$ cat src/rtl/lsu_if.sv
// Core-side and data-memory-side bundles for the load/store unit.
// Core: master = pipeline, slave = lsu. Dmem: master = lsu, slave = memory.
interface lsu_core_if #(parameter int ADDR_W = 32);
  logic              req_valid_i;
  logic              req_ready_o;
  logic [ADDR_W-1:0] addr_i;
  logic [31:0]       wdata_i;
  logic              wren_i;
  logic [2:0]        mem_op_i;
  logic              rsp_valid_o;
  logic [31:0]       rdata_o;
  logic              err_o;

  modport master (output req_valid_i, addr_i, wdata_i, wren_i, mem_op_i,
                  input  req_ready_o, rsp_valid_o, rdata_o, err_o);
  modport slave  (input  req_valid_i, addr_i, wdata_i, wren_i, mem_op_i,
                  output req_ready_o, rsp_valid_o, rdata_o, err_o);
endinterface

interface lsu_dmem_if #(parameter int ADDR_W = 32);
  logic              dmem_req_o;
  logic              dmem_gnt_i;
  logic              dmem_we_o;
  logic [ADDR_W-1:0] dmem_addr_o;
  logic [3:0]        dmem_be_o;
  logic [31:0]       dmem_wdata_o;
  logic              dmem_rvalid_i;
  logic [31:0]       dmem_rdata_i;

  modport master (output dmem_req_o, dmem_we_o, dmem_addr_o, dmem_be_o, dmem_wdata_o,
                  input  dmem_gnt_i, dmem_rvalid_i, dmem_rdata_i);
  modport slave  (input  dmem_req_o, dmem_we_o, dmem_addr_o, dmem_be_o, dmem_wdata_o,
                  output dmem_gnt_i, dmem_rvalid_i, dmem_rdata_i);
endinterface

$ cat src/rtl/lsu.sv
// Load/store unit: byte/half/word accesses over a req/gnt/rvalid bus with
// alignment trapping and sign/zero extension of load data.
//
// state | meaning
// IDLE  | ready for a request; illegal ops skip straight to RESP
// REQ   | bus request held with frozen fields until grant
// WAIT  | load granted, waiting for rvalid
// RESP  | one-cycle completion pulse with rdata/err
module lsu #(
  parameter int ADDR_W = 32
) (
  input  logic        clk_i,
  input  logic        rst_i,
  lsu_core_if.slave   core,
  lsu_dmem_if.master  dmem
);

  typedef enum logic [1:0] {S_IDLE, S_REQ, S_WAIT, S_RESP} state_t;

  state_t            r_state, w_next;
  logic [ADDR_W-1:0] r_addr;
  logic [31:0]       r_wdata;
  logic              r_wren;
  logic [2:0]        r_op;
  logic              r_err;
  logic [31:0]       r_rdata;

  logic              w_accept;
  logic              w_illegal;
  logic [3:0]        w_be;
  logic [31:0]       w_wdata;
  logic [7:0]        w_lane;
  logic [15:0]       w_half;
  logic [31:0]       w_load;

  assign w_accept = (r_state == S_IDLE) && core.req_valid_i;

  always_comb begin
    w_illegal = 1'b0;
    case (core.mem_op_i)
      3'b000:  w_illegal = 1'b0;
      3'b001:  w_illegal = core.addr_i[0];
      3'b010:  w_illegal = (core.addr_i[1:0] != 2'b00);
      3'b100:  w_illegal = core.wren_i;
      3'b101:  w_illegal = core.wren_i | core.addr_i[0];
      default: w_illegal = 1'b1;
    endcase
  end

  always_ff @(posedge clk_i or posedge rst_i) begin
    if (rst_i) r_state <= S_IDLE;
    else       r_state <= w_next;
  end

  always_comb begin
    w_next = r_state;
    case (r_state)
      S_IDLE:  if (core.req_valid_i) w_next = w_illegal ? S_RESP : S_REQ;
      S_REQ:   if (dmem.dmem_gnt_i) w_next = r_wren ? S_RESP : S_WAIT;
      S_WAIT:  if (dmem.dmem_rvalid_i) w_next = S_RESP;
      default: w_next = S_IDLE;
    endcase
  end

  always_ff @(posedge clk_i or posedge rst_i) begin
    if (rst_i) begin
      r_addr  <= '0;
      r_wdata <= '0;
      r_wren  <= 1'b0;
      r_op    <= 3'b000;
      r_err   <= 1'b0;
      r_rdata <= '0;
    end else if (w_accept) begin
      r_addr  <= core.addr_i;
      r_wdata <= core.wdata_i;
      r_wren  <= core.wren_i;
      r_op    <= core.mem_op_i;
      r_err   <= w_illegal;
      r_rdata <= '0;
    end else if ((r_state == S_WAIT) && dmem.dmem_rvalid_i) begin
      r_rdata <= w_load;
    end
  end

  // Loads always read the full word; lanes are picked out on return.
  always_comb begin
    w_be    = 4'b1111;
    w_wdata = r_wdata;
    case (r_op[1:0])
      2'b00: begin
        if (r_wren) w_be = 4'b0001 << r_addr[1:0];
        w_wdata = {4{r_wdata[7:0]}};
      end
      2'b01: begin
        if (r_wren) w_be = 4'b0011 << r_addr[1:0];
        w_wdata = {2{r_wdata[15:0]}};
      end
      default: ;
    endcase
  end

  always_comb begin
    w_lane = 8'h00;
    case (r_addr[1:0])
      2'b00: w_lane = dmem.dmem_rdata_i[7:0];
      2'b01: w_lane = dmem.dmem_rdata_i[15:8];
      2'b10: w_lane = dmem.dmem_rdata_i[23:16];
      2'b11: w_lane = dmem.dmem_rdata_i[31:24];
    endcase
    w_half = r_addr[1] ? dmem.dmem_rdata_i[31:16] : dmem.dmem_rdata_i[15:0];
    w_load = dmem.dmem_rdata_i;
    case (r_op)
      3'b000:  w_load = {{24{w_lane[7]}}, w_lane};
      3'b100:  w_load = {24'h000000, w_lane};
      3'b001:  w_load = {{16{w_half[15]}}, w_half};
      3'b101:  w_load = {16'h0000, w_half};
      default: w_load = dmem.dmem_rdata_i;
    endcase
  end

  always_comb begin
    core.req_ready_o  = (r_state == S_IDLE);
    core.rsp_valid_o  = (r_state == S_RESP);
    core.rdata_o      = (r_state == S_RESP) ? r_rdata : 32'h0;
    core.err_o        = (r_state == S_RESP) && r_err;
    dmem.dmem_req_o   = 1'b0;
    dmem.dmem_we_o    = 1'b0;
    dmem.dmem_addr_o  = '0;
    dmem.dmem_be_o    = 4'b0000;
    dmem.dmem_wdata_o = 32'h0;
    if (r_state == S_REQ) begin
      dmem.dmem_req_o   = 1'b1;
      dmem.dmem_we_o    = r_wren;
      dmem.dmem_addr_o  = {r_addr[ADDR_W-1:2], 2'b00};
      dmem.dmem_be_o    = w_be;
      dmem.dmem_wdata_o = w_wdata;
    end
  end

endmodule

$ cat src/flat_wrapper.sv
// flat-port wrapper written by rule: the top's interface ports become plain ports
module lsu_flat 
#(
  parameter int ADDR_W = 32
)
  (clk_i, rst_i, core_req_valid_i, core_addr_i, core_wdata_i, core_wren_i, core_mem_op_i, core_req_ready_o, core_rsp_valid_o, core_rdata_o, core_err_o, dmem_dmem_req_o, dmem_dmem_we_o, dmem_dmem_addr_o, dmem_dmem_be_o, dmem_dmem_wdata_o, dmem_dmem_gnt_i, dmem_dmem_rvalid_i, dmem_dmem_rdata_i);
  lsu_core_if #(.ADDR_W(ADDR_W)) core_i ();
  lsu_dmem_if #(.ADDR_W(ADDR_W)) dmem_i ();
  input  logic clk_i;
  input  logic rst_i;
  input wire logic [$bits(core_i.req_valid_i)-1:0] core_req_valid_i;
  input wire logic [$bits(core_i.addr_i)-1:0] core_addr_i;
  input wire logic [$bits(core_i.wdata_i)-1:0] core_wdata_i;
  input wire logic [$bits(core_i.wren_i)-1:0] core_wren_i;
  input wire logic [$bits(core_i.mem_op_i)-1:0] core_mem_op_i;
  output wire logic [$bits(core_i.req_ready_o)-1:0] core_req_ready_o;
  output wire logic [$bits(core_i.rsp_valid_o)-1:0] core_rsp_valid_o;
  output wire logic [$bits(core_i.rdata_o)-1:0] core_rdata_o;
  output wire logic [$bits(core_i.err_o)-1:0] core_err_o;
  output wire logic [$bits(dmem_i.dmem_req_o)-1:0] dmem_dmem_req_o;
  output wire logic [$bits(dmem_i.dmem_we_o)-1:0] dmem_dmem_we_o;
  output wire logic [$bits(dmem_i.dmem_addr_o)-1:0] dmem_dmem_addr_o;
  output wire logic [$bits(dmem_i.dmem_be_o)-1:0] dmem_dmem_be_o;
  output wire logic [$bits(dmem_i.dmem_wdata_o)-1:0] dmem_dmem_wdata_o;
  input wire logic [$bits(dmem_i.dmem_gnt_i)-1:0] dmem_dmem_gnt_i;
  input wire logic [$bits(dmem_i.dmem_rvalid_i)-1:0] dmem_dmem_rvalid_i;
  input wire logic [$bits(dmem_i.dmem_rdata_i)-1:0] dmem_dmem_rdata_i;
  assign core_i.req_valid_i = core_req_valid_i;
  assign core_i.addr_i = core_addr_i;
  assign core_i.wdata_i = core_wdata_i;
  assign core_i.wren_i = core_wren_i;
  assign core_i.mem_op_i = core_mem_op_i;
  assign core_req_ready_o = core_i.req_ready_o;
  assign core_rsp_valid_o = core_i.rsp_valid_o;
  assign core_rdata_o = core_i.rdata_o;
  assign core_err_o = core_i.err_o;
  assign dmem_dmem_req_o = dmem_i.dmem_req_o;
  assign dmem_dmem_we_o = dmem_i.dmem_we_o;
  assign dmem_dmem_addr_o = dmem_i.dmem_addr_o;
  assign dmem_dmem_be_o = dmem_i.dmem_be_o;
  assign dmem_dmem_wdata_o = dmem_i.dmem_wdata_o;
  assign dmem_i.dmem_gnt_i = dmem_dmem_gnt_i;
  assign dmem_i.dmem_rvalid_i = dmem_dmem_rvalid_i;
  assign dmem_i.dmem_rdata_i = dmem_dmem_rdata_i;
  lsu #(.ADDR_W(ADDR_W)) u_core (.clk_i(clk_i), .rst_i(rst_i), .core(core_i), .dmem(dmem_i));
endmodule
$ cat config.mk
export PLATFORM = sky130hd
export DESIGN_NAME = lsu_flat
export DESIGN_NICKNAME = d
export VERILOG_FILES = /design/src/rtl/lsu_if.sv /design/src/rtl/lsu.sv /design/src/flat_wrapper.sv
export SDC_FILE = /design/constraint.sdc
export NUM_CORES = 1
export LEC_CHECK = 0
export CORE_ASPECT_RATIO = 0.5
export CORE_UTILIZATION = 42
export CTS_BUF_LIST = sky130_fd_sc_hd__clkbuf_4 sky130_fd_sc_hd__clkbuf_8
export DETAILED_ROUTE_END_ITERATION = 16
export PLACE_DENSITY = 0.79
export SYNTH_ARGS = -nofsm -noshare
export SYNTH_HDL_FRONTEND = slang
export SYNTH_SLANG_ARGS = --single-unit
$ cat constraint.sdc
create_clock -name clk_i -period 3.8 [get_ports clk_i]
set_clock_uncertainty 0.2 [all_clocks]
set_input_delay 0.76 -clock clk_i [delete_from_list [all_inputs] [get_ports clk_i]]
set_output_delay 0.76 -clock clk_i [all_outputs]
set_load 0.1 [all_outputs]
After elaboration in Yosys (flattened, before gate mapping)
Index checks and enable logic that the tools add are counted.
W data, S select, Z words.

storage, ports and cells
  output and inout bits = 105
  bits in registers = 103
  logic and storage cells = 60
  bits of input ports = 105

operators by class
  bitwise operators = 1
  equal/unequal tests = 17
  shift operators = 2
  muxes and demuxes = 22
  reduce and logical (&&, ||, !) cells = 11

operators by type and width
  operator               number
  $mux W32               5
  $pmux W32 S4           1
  $pmux W32 S2           1
  $pmux W8 S4            1
  $mux W16               1
  $eq A3 B3 Y1 const B   4
  $mux W4                3
  $eq A2 B2 Y1 const B   4
  $mux W2                4
  $pmux W4 S2            1
  $eq A2 B1 Y1 const B   3
  $eq A3 B1 Y1 const B   2
  $logic_not A2 Y1       3
  $logic_not A3 Y1       2
  $ne A2 B2 Y1 const B   3
  $pmux W2 S3            1
  $pmux W1 S5            1
  $reduce_bool A2 Y1     2
  $shl A1 B2 Y4 const A  1
  $shl A2 B2 Y4 const A  1
  $eq A3 B2 Y1 const B   1
  $logic_and A1 B1 Y1    3
  $mux W1                3
  $reduce_and A3 Y1      1
  $or A1 B1 Y1           1

Logic depth before layout (Yosys ltp)
  depth after elaboration = 5
  mapped depth = 9
  depth with buffers taken out = 6

Least setup slack after synthesis
Ideal clock, no wire load.

  kind = register to output
  start = reg u_core.r_state[1]
  end = out dmem_dmem_be_o[0]
  arrival = 3.843 ns
  setup slack = -1.003 ns
  data required time = 2.840 ns
  cell stages (with the launch flop) = 5
  path buffers = 1
  cells stage by stage = dfrtp_1 > inv_1 > ha_1 > clkbuf_1 > a21boi_0

between the ends
  longest elaborated chain between the ends = 2

ends and longest elaborated chain
  element                 RTL line            RTL
  from (decl)             lsu.sv:20           state_t r_state, w_next;
  from (signal assigned)  lsu.sv:52           else r_state <= w_next;
  $eq A2 B1 Y1            lsu.sv:131          if (r_state == S_REQ) begin
  $mux W4                 lsu.sv:131
  to (decl)               flat_wrapper.sv:23  output wire logic [$bits(dmem_i.dmem_be_o)-1:0] dmem_dmem_be_o;

Every way passes these cells.

Final worst setup path
  start = reg u_core.r_addr[1]
  end = out dmem_dmem_be_o[3]

between the ends
  longest elaborated chain between the ends = 4
  elaborated cells on any way between the ends = 6
  those cells by class = 2 x shift; 4 x mux

ends and longest elaborated chain
  element                                                RTL line              RTL
  from (decl)                                            lsu.sv:21             logic [ADDR_W-1:0] r_addr;
  from (signal assigned)                                 lsu.sv:74             r_addr <= core.addr_i;
  $shl A2 B2 Y4 / $shl A1 B2 Y4 (equally long branches)  lsu.sv:95, lsu.sv:91
  $mux W4, on equally long branches                      lsu.sv:95, lsu.sv:91
  $pmux W4 S2 *                                          lsu.sv:89             case (r_op[1:0])
  $mux W4 *                                              lsu.sv:131

Mark *: on every way between the ends. The rest lies on a longest branch, timed or not.

==> impl_metrics.py <==
metrics = {
    "worst_setup_path": {
        "max_stage_delay_ns": 0.79,
        "end_kind": "primary output",
        "cp_slowest_cell": "dfrtp_1",
        "startpoint_type": "register",
        "cp_cell_sequence": "ha_1 -> nor2_1 -> o21ai_0 -> and2_1 -> buf_12",
        "path_class": "reg2out",
        "path_max_fanout": 16,
        "startpoint": "u_core.r_addr[1]$_DFFE_PP0P_",
        "r2r_cells": 6,
        "rr_startpoint": "u_core.r_addr[1]$_DFFE_PP0P_",
        "arrival_ns": 2.35,
        "worstPathRequired_ns": 2.84,
        "r2r_slack_ns": 0.86,
    },
    "global_route": {
        "grt_use_total": 0.227,
        "grt_pass1_vias": 4876,
        "grt_pass1_wl_um": 25300,
        "grt_max_degree": 73,
        "grt.overflow.total": 0,
        "antenna_found_initial": 0,
    },
    "synth": {
        "syn-instance-count": 554,
        "synth.most_common_cell": "dfrtp_1",
        "synth.top_cells.by_count": "103 x dfrtp_1, 73 x and2_1, 69 x mux2_2",
        "netlist_area_mm2": 0.00572,
        "synth_seq_cells": 103,
        "synth_top_area_cell": "dfrtp_1",
        "synthArstFlopShare": 1.00,
        "synth.distinct_cells": 35,
        "synth_edf_count": 0,
        "synth_top_area_share": 0.451,
        "synth-main-ff-cell": "dfrtp_1",
        "syn_avg_cell_area_um2": 10.3,
        "yosys_warnings": 0,
        "ys_top_cells_by_area": "dfrtp_1 45%, mux2_2 14%, and2_1 8.0%",
        "yosysSeqAreaShare": 0.451,
    },
    "cts": {
        "cts.clk_slew.worst_paths_ns": 0.09,
        "cts_buffers": 9,
        "cts_hold_buf": 0,
        "clock_latency_ns": 0.37,
        "clockRootBuffer": "clkbuf_8",
        "cts_buffer_depth": 2,
        "cts_setup_buffers": 0,
        "cts_resized": 0,
        "cts.sinks": 103,
        "cts_tree": "built",
        "htree_levels": 3,
    },
    "routing": {
        "wl_per_cell_um": 17.0,
        "ant_nets": 0,
        "routed_via_density": 5.27,
        "drtIter0Drc": 384,
        "drc_errors": 0,
        "firstDrtPassIters": 7,
        "wirelength_um": 15600,
        "dr_total_vias": 4819,
    },
    "placed_design": {
        "gp_congestion": 0.860,
        "dp_hpwl_um": 11500,
        "post-place-ws_ns": 0.813,
        "dp.cells": 900,
        "port_buffers": 207,
    },
    "cells_and_area": {
        "fin_util": 0.634,
        "fill_cells": 1082,
        "n_antenna_cell": 0,
        "drive_gt1_frac": 0.297,
        "nets": 854,
        "syn_to_final_growth_pct": 43.7,
        "layout.cells.non_filler": 914,
    },
    "floorplanning": {
        "initial_core_util": 0.441,
        "die_area_mm2": 0.0141,
        "core_area_mm2": 0.0130,
        "die_y_um": 84.5,
        "ios": 210,
        "fp-row-count": 29,
        "die_x_um": 167,
    },
    "min_path": {
        "hp-start": "u_core.r_rdata[3]$_DFFE_PP0P_",
        "hold_path.class": "reg2reg",
        "holdPathStages": 2,
    },
    "sta": {
        "finalSetupViolations": 0,
        "max_freq_mhz": 302,
        "rsz0062_at_grt": "false",
        "period_needed_ns": 3.31,
        "finalHoldViolCount": 0,
        "tightest_slew_ns": 0.929,
        "period_share": 0.871,
        "setup_ws_ns": 0.491,
        "fin_setup_tns_ns": 0,
        "slew_headroom": 0.380,
        "drv_slew": 0,
    },
    "run": {
        "drv_cap": 0,
    },
    "outcome": {
        "status": "finished clean",
    },
}
==> layout make-up <==
type,instances,area (um^2),share of cell area
Timing Repair Buffer,218,2180,0.266
Sequential cell,103,2580,0.314
Clock inverter,5,82.6,0.0101
Clock buffer,9,124,0.0151
Tap cell,170,213,0.0259
Multi-Input combinational cell,396,2980,0.363
Inverter,13,51.3,0.00625
==> sequential cells by signal, summed over array words and instances, names as in the netlist <==
name,flops
u_core.r_state,2
u_core.r_wren,1
u_core.r_err,1
u_core.r_wdata,32
u_core.r_op,3
u_core.r_rdata,32
u_core.r_addr,32
==> worst paths after layout <==
check,endpoint
min in group asynchronous,u_core.r_wdata[23]$_DFFE_PP0P_
worst min register to register,u_core.r_rdata[3]$_DFFE_PP0P_
worst max-delay path,dmem_dmem_be_o[3]
worst max register to register,u_core.r_rdata[26]$_DFFE_PP0P_
max in group asynchronous,u_core.r_rdata[8]$_DFFE_PP0P_
worst min-delay path,u_core.r_rdata[3]$_DFFE_PP0P_
==> worst max-delay path, delay by kind of cell, from the launching register on <==
kind / cells / cell delay (ns)
flops: 1 / 0.79
compound gates: 1 / 0.23
buf+inv: 1 / 0.18
simple gates: 2 / 0.28
fa+ha+maj: 1 / 0.49
==> stage by stage <==
| step | instance area, um^2 | hold slack (ns) |
|---|---|---|
| final | 8210 | 0.281 |
| after floorplan | 5780 | 0.238 |
| after global routing | 8210 | 0.306 |
| after detailed placement | 8000 | 0.260 |
| after global placement | 8000 | 0.256 |
| after CTS | 8210 | 0.284 |
==> placed cells by master, fill, tap and decap left out, types with 8 or more instances in the layout <==
cell,instances
o211a_1,8
dfrtp_1,103
mux2_2,69
a222oi_1,8
o21ai_0,46
and3_1,8
clkbuf_8,9
nor2b_2,8
and2_1,73
mux2i_1,24
buf_4,91
clkdlybuf4s50_1,104
a31oi_1,9
nand2_1,50
a21boi_2,11
a22o_1,17
buf_12,23
nand2b_1,24
inv_1,12
==> routing by layer <==
| layer | vias to the layer above | global-route usage | share of wire | wire length, um |
|---|---|---|---|---|
| li1 | 2292 | - | - | - |
| met1 | 2347 | 0.281 | 0.43 | 6670 |
| met2 | 163 | 0.395 | 0.50 | 7760 |
| met3 | 17 | 0.0627 | 0.062 | 968 |
| met4 | 0 | 0.0572 | 0.011 | 177 |
| met5 | - | 0 | 0 | 0 |
==> logic make-up (layout without fill, tap and decap cells) <==
family                     after synthesis  after routing  synth area share
other                                    1              2          0.000656
adders and majority gates                8              8            0.0175
and+or+nand+nor                        181            181             0.173
buffers and inverters                   56            245            0.0420
DFF                                    103            103             0.451
muxes                                   93             93             0.178
AOI/OAI and AO/OA                      112            112             0.137
Power is not shown: default switching activity piles up to over one toggle a cycle in this logic, so the estimate is an artifact.
